<file path="config.mk">
export PLATFORM = sky130hd
export DESIGN_NAME = alu_seq_ctrl
export DESIGN_NICKNAME = d
export VERILOG_FILES = /design/src/rtl/alu_seq_ctrl.sv
export SDC_FILE = /design/constraint.sdc
export NUM_CORES = 1
export LEC_CHECK = 0
export BUFFER_PORTS_ARGS = -buffer_cell sky130_fd_sc_hd__buf_2
export CORE_MARGIN = 10
export CORE_UTILIZATION = 45
export CTS_CLUSTER_DIAMETER = 40
export DETAILED_ROUTE_END_ITERATION = 8
export GPL_TIMING_DRIVEN = 0
export PLACE_DENSITY_LB_ADDON = 0.25
export SLEW_MARGIN = 20
export SYNTH_ARGS = -nofsm -noshare
export SYNTH_HDL_FRONTEND = slang
export SYNTH_SLANG_ARGS = --single-unit
</file>
<file path="constraint.sdc">
create_clock -name clk -period 2.7 [get_ports clk]
set_input_delay 0.135 -clock clk [delete_from_list [all_inputs] [get_ports clk]]
set_output_delay 0.135 -clock clk [all_outputs]
set_load 0.05 [all_outputs]
</file>
<file path="src/rtl/alu_seq_ctrl.sv">
// Sequencing controller for a shared add/sub, Booth multiply and non-restoring divide datapath.
// Optional divide-by-zero trap: define ALU_SEQ_DIV0_EN.
module alu_seq_ctrl #(
  parameter int WIDTH = 8
) (
  input  logic        clk,
  input  logic        rst,
  input  logic        start,
  input  logic [1:0]  op,
  input  logic        q0,
  input  logic        qminus1,
  input  logic        a_msb,
  input  logic        div_zero,
  output logic [10:0] ctrl,
  output logic        ready,
  output logic        busy,
  output logic        done,
  output logic        err,
  output logic [3:0]  state
);

  localparam int CNT_W = $clog2(WIDTH);

  typedef enum logic [3:0] {
    S_IDLE      = 4'd0,
    S_LOAD_A    = 4'd1,
    S_LOAD_B    = 4'd2,
    S_ADDSUB    = 4'd3,
    S_MUL_TEST  = 4'd4,
    S_MUL_ADD   = 4'd5,
    S_MUL_SUB   = 4'd6,
    S_MUL_SHIFT = 4'd7,
    S_DIV_SHIFT = 4'd8,
    S_DIV_ARITH = 4'd9,
    S_DIV_SETQ  = 4'd10,
    S_DIV_CORR  = 4'd11,
    S_OUT_LO    = 4'd12,
    S_OUT_HI    = 4'd13,
    S_DONE      = 4'd14,
    S_ERR       = 4'd15
  } state_t;

  state_t            cur;
  state_t            nxt;
  logic [1:0]        op_q;
  logic [CNT_W-1:0]  cnt;
  logic              sign_r;
  logic              last;

  assign last = (cnt == CNT_W'(WIDTH - 1));

  always_ff @(posedge clk) begin
    if (rst) begin
      cur    <= S_IDLE;
      op_q   <= '0;
      cnt    <= '0;
      sign_r <= 1'b0;
    end else begin
      cur <= nxt;
      if (cur == S_IDLE && start) begin
        op_q <= op;
        cnt  <= '0;
      end
      // counter saturates on the final iteration instead of wrapping
      if (ctrl[10] && !last)
        cnt <= cnt + CNT_W'(1);
      if (cur == S_DIV_SHIFT)
        sign_r <= a_msb;
    end
  end

  always_comb begin
    nxt  = cur;
    ctrl = '0;
    unique case (cur)
      S_IDLE:      if (start) nxt = S_LOAD_A;
      S_LOAD_A: begin
        ctrl[0] = 1'b1;
        ctrl[2] = 1'b1;
        nxt     = S_LOAD_B;
      end
      S_LOAD_B: begin
        ctrl[1] = 1'b1;
        case (op_q)
          2'b10:   nxt = S_MUL_TEST;
`ifdef ALU_SEQ_DIV0_EN
          2'b11:   nxt = div_zero ? S_ERR : S_DIV_SHIFT;
`else
          2'b11:   nxt = S_DIV_SHIFT;
`endif
          default: nxt = S_ADDSUB;
        endcase
      end
      S_ADDSUB: begin
        ctrl[3] = 1'b1;
        ctrl[5] = op_q[0];
        nxt     = S_OUT_LO;
      end
      S_MUL_TEST: begin
        case ({q0, qminus1})
          2'b10:   nxt = S_MUL_SUB;
          2'b01:   nxt = S_MUL_ADD;
          default: nxt = S_MUL_SHIFT;
        endcase
      end
      S_MUL_SUB: begin
        ctrl[3] = 1'b1;
        ctrl[5] = 1'b1;
        nxt     = S_MUL_SHIFT;
      end
      S_MUL_ADD: begin
        ctrl[3] = 1'b1;
        nxt     = S_MUL_SHIFT;
      end
      S_MUL_SHIFT: begin
        ctrl[4]  = 1'b1;
        ctrl[10] = 1'b1;
        nxt      = last ? S_OUT_LO : S_MUL_TEST;
      end
      S_DIV_SHIFT: begin
        ctrl[6] = 1'b1;
        nxt     = S_DIV_ARITH;
      end
      S_DIV_ARITH: begin
        ctrl[3] = 1'b1;
        ctrl[5] = ~sign_r;
        nxt     = S_DIV_SETQ;
      end
      S_DIV_SETQ: begin
        ctrl[7]  = 1'b1;
        ctrl[10] = 1'b1;
        nxt      = last ? S_DIV_CORR : S_DIV_SHIFT;
      end
      S_DIV_CORR: begin
        ctrl[3] = a_msb;
        nxt     = S_OUT_LO;
      end
      S_OUT_LO: begin
        if (op_q[1]) begin
          ctrl[9] = 1'b1;
          nxt     = S_OUT_HI;
        end else begin
          ctrl[8] = 1'b1;
          nxt     = S_DONE;
        end
      end
      S_OUT_HI: begin
        ctrl[8] = 1'b1;
        nxt     = S_DONE;
      end
      S_DONE:      nxt = S_IDLE;
      S_ERR:       nxt = S_IDLE;
      default:     nxt = S_IDLE;
    endcase
  end

  assign ready = (cur == S_IDLE);
  assign busy  = ~ready;
  assign done  = (cur == S_DONE) || (cur == S_ERR);
  assign state = cur;

`ifdef ALU_SEQ_DIV0_EN
  assign err = (cur == S_ERR);
`else
  logic div_zero_unused;
  assign div_zero_unused = div_zero;
  assign err = 1'b0;
`endif

endmodule

</file>
==> results.txt <==
The areal power density over the cells came out at 417 nW/µm². The sum of net half-perimeters after detailed placement came out at about 1700 µm. The via count of the first global-routing pass was between 800 and 900. The total routing resource utilization after global routing is between 10% and 20%. The sum of met2 wire segment lengths after detailed routing is approximately 1100 µm.

The required time of the critical path is between 2000 and 3000 ps. The met1 layer wirelength in the final routing came out at ~940 µm. The area of the mapped netlist is between 800 and 900 µm². The slowest library cell on the worst path is sky130_fd_sc_hd__dfxtp_1. The kind of critical path is register to primary output. Counting both buffers and inverters, the worst setup path holds a total of 4. Buffers added to address setup during post-CTS repair amount to 0.

Walking the worst path, the cells encountered are buf_4 > buf_6 > inv_1 > nor2_1 > a21oi_1 > o21ai_0 > buf_2. The filler-free cell count of the finished design came out at between 150 and 200. On the worst path, the slowest cell contributes a delay of 320 ps. The worst-case reg-to-reg path depth is 6. In the detailed route, the total length drawn on met3 is 148 µm. The worst IR drop on VDD is 0.325 mV. Setup repair after global routing left no endpoint under its margin. A synthesized cell averages about 8.1 µm². The pin count of the biggest net entering global routing is 11. The standard-cell row count came out at 15. For this block, the initial DRC count from the detailed router was 27.

The first detailed-routing pass ran for 4 iterations. For this run, the number of Yosys warnings is 0. The detailed-route wire length per cell came out at about 14 µm. The timing-limited maximum frequency is 517 MHz.

The flow ran to the end, and the final reports show no timing, DRC or antenna violations. The count of buffers added on input and output ports is 24. The H-tree level count came out at 1. After detailed routing, the total wire length is 2210 µm. Along the worst hold path, the cell count comes to 3. The worst hold path terminates at op_q[0]$_SDFFE_PP0P_. The width of the die is between 60 and 70 µm.

The via density per instance came out at ~5.5. Counting tap cells, the placed design contains a total of between 150 and 200 instances. The root buffer cell is sky130_fd_sc_hd__clkbuf_4. The die extent in y came out at about 64 µm.

Summing the sequential cell areas from Yosys gives a little under a quarter of the chip area. The tightest min-delay check is of the primary input to register type. The detail route stage leaves a number of antenna-violating nets equal to 0. The worst hold path begins at op[0]. The net count after synthesis came out at roughly 120.

The number of hold buffers added after CTS was 0. The highest layer touched by signal routing is met4. The summed negative setup slack over all endpoints is 0 ps.

The most used flip-flop cell after synthesis is sky130_fd_sc_hd__dfxtp_1. The startpoint identified for the worst register-to-register timing path is cnt[0]$_SDFFE_PP0P_. The final route contains 878 vias. The worst setup path is launched from a register. Summed over all cells, the static leakage comes to approximately 0.47 nW. The share of async-settable or async-resettable flops after synthesis came out at 0%.

The antenna diode count is 0. Pin placement for this block handled 28 I/O pins. Counting flops with a built-in enable in the synthesized netlist gives 0. After detailed routing, the number of remaining DRC violations is 0. The clock drives 10 sinks. TritonCTS built the clock tree. Among cell families on the critical path, the largest total delay comes from buffers and inverters.

The placer congestion estimate is roughly 0.84. The wire length of the first global-routing pass came out at approximately 3600 µm. The simple-gate share of the synthesized area is between 30% and 40%. The number of instances resized during post-cts repair came out at 0. The count of final max-slew check failures is 0. The maximum number of buffers from clock root to sink is 2. The number of endpoints with negative hold slack in the final report is 0. The initial antenna violation count is 0. The clock arrives with 2.23 ps of skew. Setup slack on the worst reg-to-reg path comes out at roughly 1200 ps. The clock latency of the later-clocked register in the worst-skew pair came out at ~270 ps. The synthesized flop and latch total is 10. From synthesis to final layout, the design area changed by 20.8%. The clock-pin slew reported for the worst setup and hold paths after clock tree synthesis came out at approximately 60 ps. The ratio of cells with drive above 1 in the final layout is 35.8%.

Of the post-synthesis cell area, the part taken by muxes is between 1 and 1.5%. After synthesis, the largest family of logic cells by area is simple AND/OR/NAND/NOR gates. STA puts the critical path data arrival time at 1800 ps.

The synthesized netlist devotes 26.0% of its cell area to compound gates. The final period demand of the worst path came out at ~1900 ps. Of the available clock period, the critical path in the final layout requires a little under three quarters. The initial core utilization came out at ~50%.

The final layout contains 148 nets. The sort of element at the end of the critical path is a primary output. The floorplan core area came out at roughly 1800 µm². For this run the aggregate overflow at the end of global routing stands at 0. The final setup violation count came out at 0.

The worst register-to-register path ends at cnt[0]$_SDFFE_PP0P_. The adder-cell share of the synthesized area is between 4 and 5%. Buffers inserted during clock tree synthesis total 3. Counting every instance in the synthesized netlist gives about 110. The area enclosed by the die boundary is around 4000 µm². Synthesis instantiated 40 different standard cells from the library.

The post-synthesis xor/xnor area fraction is 0%. The tool flagged a number of max-cap violations equal to 0. Along the worst path, the maximum fanout reaches 10.
[state kept, by name, indices dropped and copies added, names as in the netlist]
register	flops
cnt	3
op_q	2
state	4
sign_r	1
[cell usage in the layout (no fill, tap or decap), types with 2 or more instances in the layout]
cell type,Yosys,final
sky130_fd_sc_hd__a211oi_1,2,2
sky130_fd_sc_hd__a21oi_1,10,10
sky130_fd_sc_hd__a31oi_1,3,3
sky130_fd_sc_hd__buf_2,1,25
sky130_fd_sc_hd__buf_4,3,3
sky130_fd_sc_hd__buf_6,6,6
sky130_fd_sc_hd__clkbuf_4,0,3
sky130_fd_sc_hd__dfxtp_1,10,10
sky130_fd_sc_hd__ha_1,3,3
sky130_fd_sc_hd__inv_1,5,5
sky130_fd_sc_hd__nand2_1,7,7
sky130_fd_sc_hd__nand2b_1,5,5
sky130_fd_sc_hd__nand3_1,6,6
sky130_fd_sc_hd__nor2_1,10,10
sky130_fd_sc_hd__nor2b_1,2,2
sky130_fd_sc_hd__nor3_2,2,3
sky130_fd_sc_hd__o211ai_1,2,2
sky130_fd_sc_hd__o21ai_0,4,4
sky130_fd_sc_hd__o22ai_1,3,3
[layer usage]
layer	vias to the layer above	GRT usage, %
met5	-	0
met4	0	4.64
met3	4	4.18
met2	24	17.7
met1	413	11.9
li1	437	-
[cell type report]
cell class / instances / area [µm²]
well taps: 25 / 31.3
inverters: 6 / 25.0
plain buffers: 11 / 98.8
clock buffers: 3 / 22.5
fillers: 178 / 723
repair buffers: 24 / 120
flip-flops and latches: 10 / 200
multi-input cells: 80 / 543
[synthesized netlist by cell type (2+ instances only)]
cell | number | area (µm²)
sky130_fd_sc_hd__nor2_1 | 10 | 37.5
sky130_fd_sc_hd__nand2b_1 | 5 | 31.3
sky130_fd_sc_hd__inv_1 | 5 | 18.8
sky130_fd_sc_hd__buf_4 | 3 | 22.5
sky130_fd_sc_hd__nor3_2 | 2 | 20.0
sky130_fd_sc_hd__a31oi_1 | 3 | 18.8
sky130_fd_sc_hd__nand2_1 | 7 | 26.3
sky130_fd_sc_hd__ha_1 | 3 | 37.5
sky130_fd_sc_hd__buf_6 | 6 | 67.6
sky130_fd_sc_hd__dfxtp_1 | 10 | 200
sky130_fd_sc_hd__nor2b_1 | 2 | 12.5
sky130_fd_sc_hd__o21ai_0 | 4 | 20.0
sky130_fd_sc_hd__nand3_1 | 6 | 30.0
sky130_fd_sc_hd__o22ai_1 | 3 | 18.8
sky130_fd_sc_hd__nor3_1 | 2 | 10.0
sky130_fd_sc_hd__a21oi_1 | 10 | 50.1
sky130_fd_sc_hd__o211ai_1 | 2 | 15.0
sky130_fd_sc_hd__a211oi_1 | 2 | 15.0
[worst reg2reg max path: stages (launching register included)]
cell and delay (ps):
sky130_fd_sc_hd__dfxtp_1 320, sky130_fd_sc_hd__ha_1 220, sky130_fd_sc_hd__ha_1 210, sky130_fd_sc_hd__nor2b_1 220, sky130_fd_sc_hd__o21ai_2 120, sky130_fd_sc_hd__or2_0 210
sky130_fd_sc_hd__a21oi_1 130
[power breakdown]
group	switching (W)	internal (W)	leakage [nW]
clock network	0.0000525	0.0000517	0.0138
registers	0.00000671	0.000154	0.0812
logic	0.000120	0.0000499	0.377
[through the flow]
| step | setup WS (ps) | instance area (µm²) | power [W] | hold slack (ps) | util (%) |
|---|---|---|---|---|---|
| 3_3_place_gp | 1100 | 1020 | 0.000333 | 386 | 57.7 |
| 4_1_cts | 790 | 1040 | 0.000441 | 105 | 59.0 |
| 5_1_grt | 549 | 1040 | 0.000459 | 118 | 59.0 |
| 3_5_place_dp | 1110 | 1020 | 0.000334 | 400 | 57.7 |
| 2_1_floorplan | 167 | 867 | 0.000297 | 282 | - |
| 6_report | 765 | 1040 | 0.000434 | 115 | 59.0 |
[kinds of logic after synthesis]
logic type	after synthesis
other cells	1
mux	1
buf+inv	17
simple gates	43
fa+ha+maj	3
compound gates	32
flops	10
[worst max path at each step]
stage	end	cells after the start	slack (ps)	start
2_1_floorplan	ctrl[5]	6	170	state[0]$_SDFFE_PP0P_
3_3_place_gp	ctrl[5]	7	1100	state[0]$_SDFFE_PP0P_
3_5_place_dp	ctrl[5]	7	1110	state[0]$_SDFFE_PP0P_
4_1_cts	ctrl[5]	7	790	state[0]$_SDFFE_PP0P_
5_1_grt	ctrl[5]	7	550	state[0]$_SDFFE_PP0P_
6_report	ctrl[5]	7	760	state[0]$_SDFFE_PP0P_
Note: power is estimated with default switching activity, not from simulation.
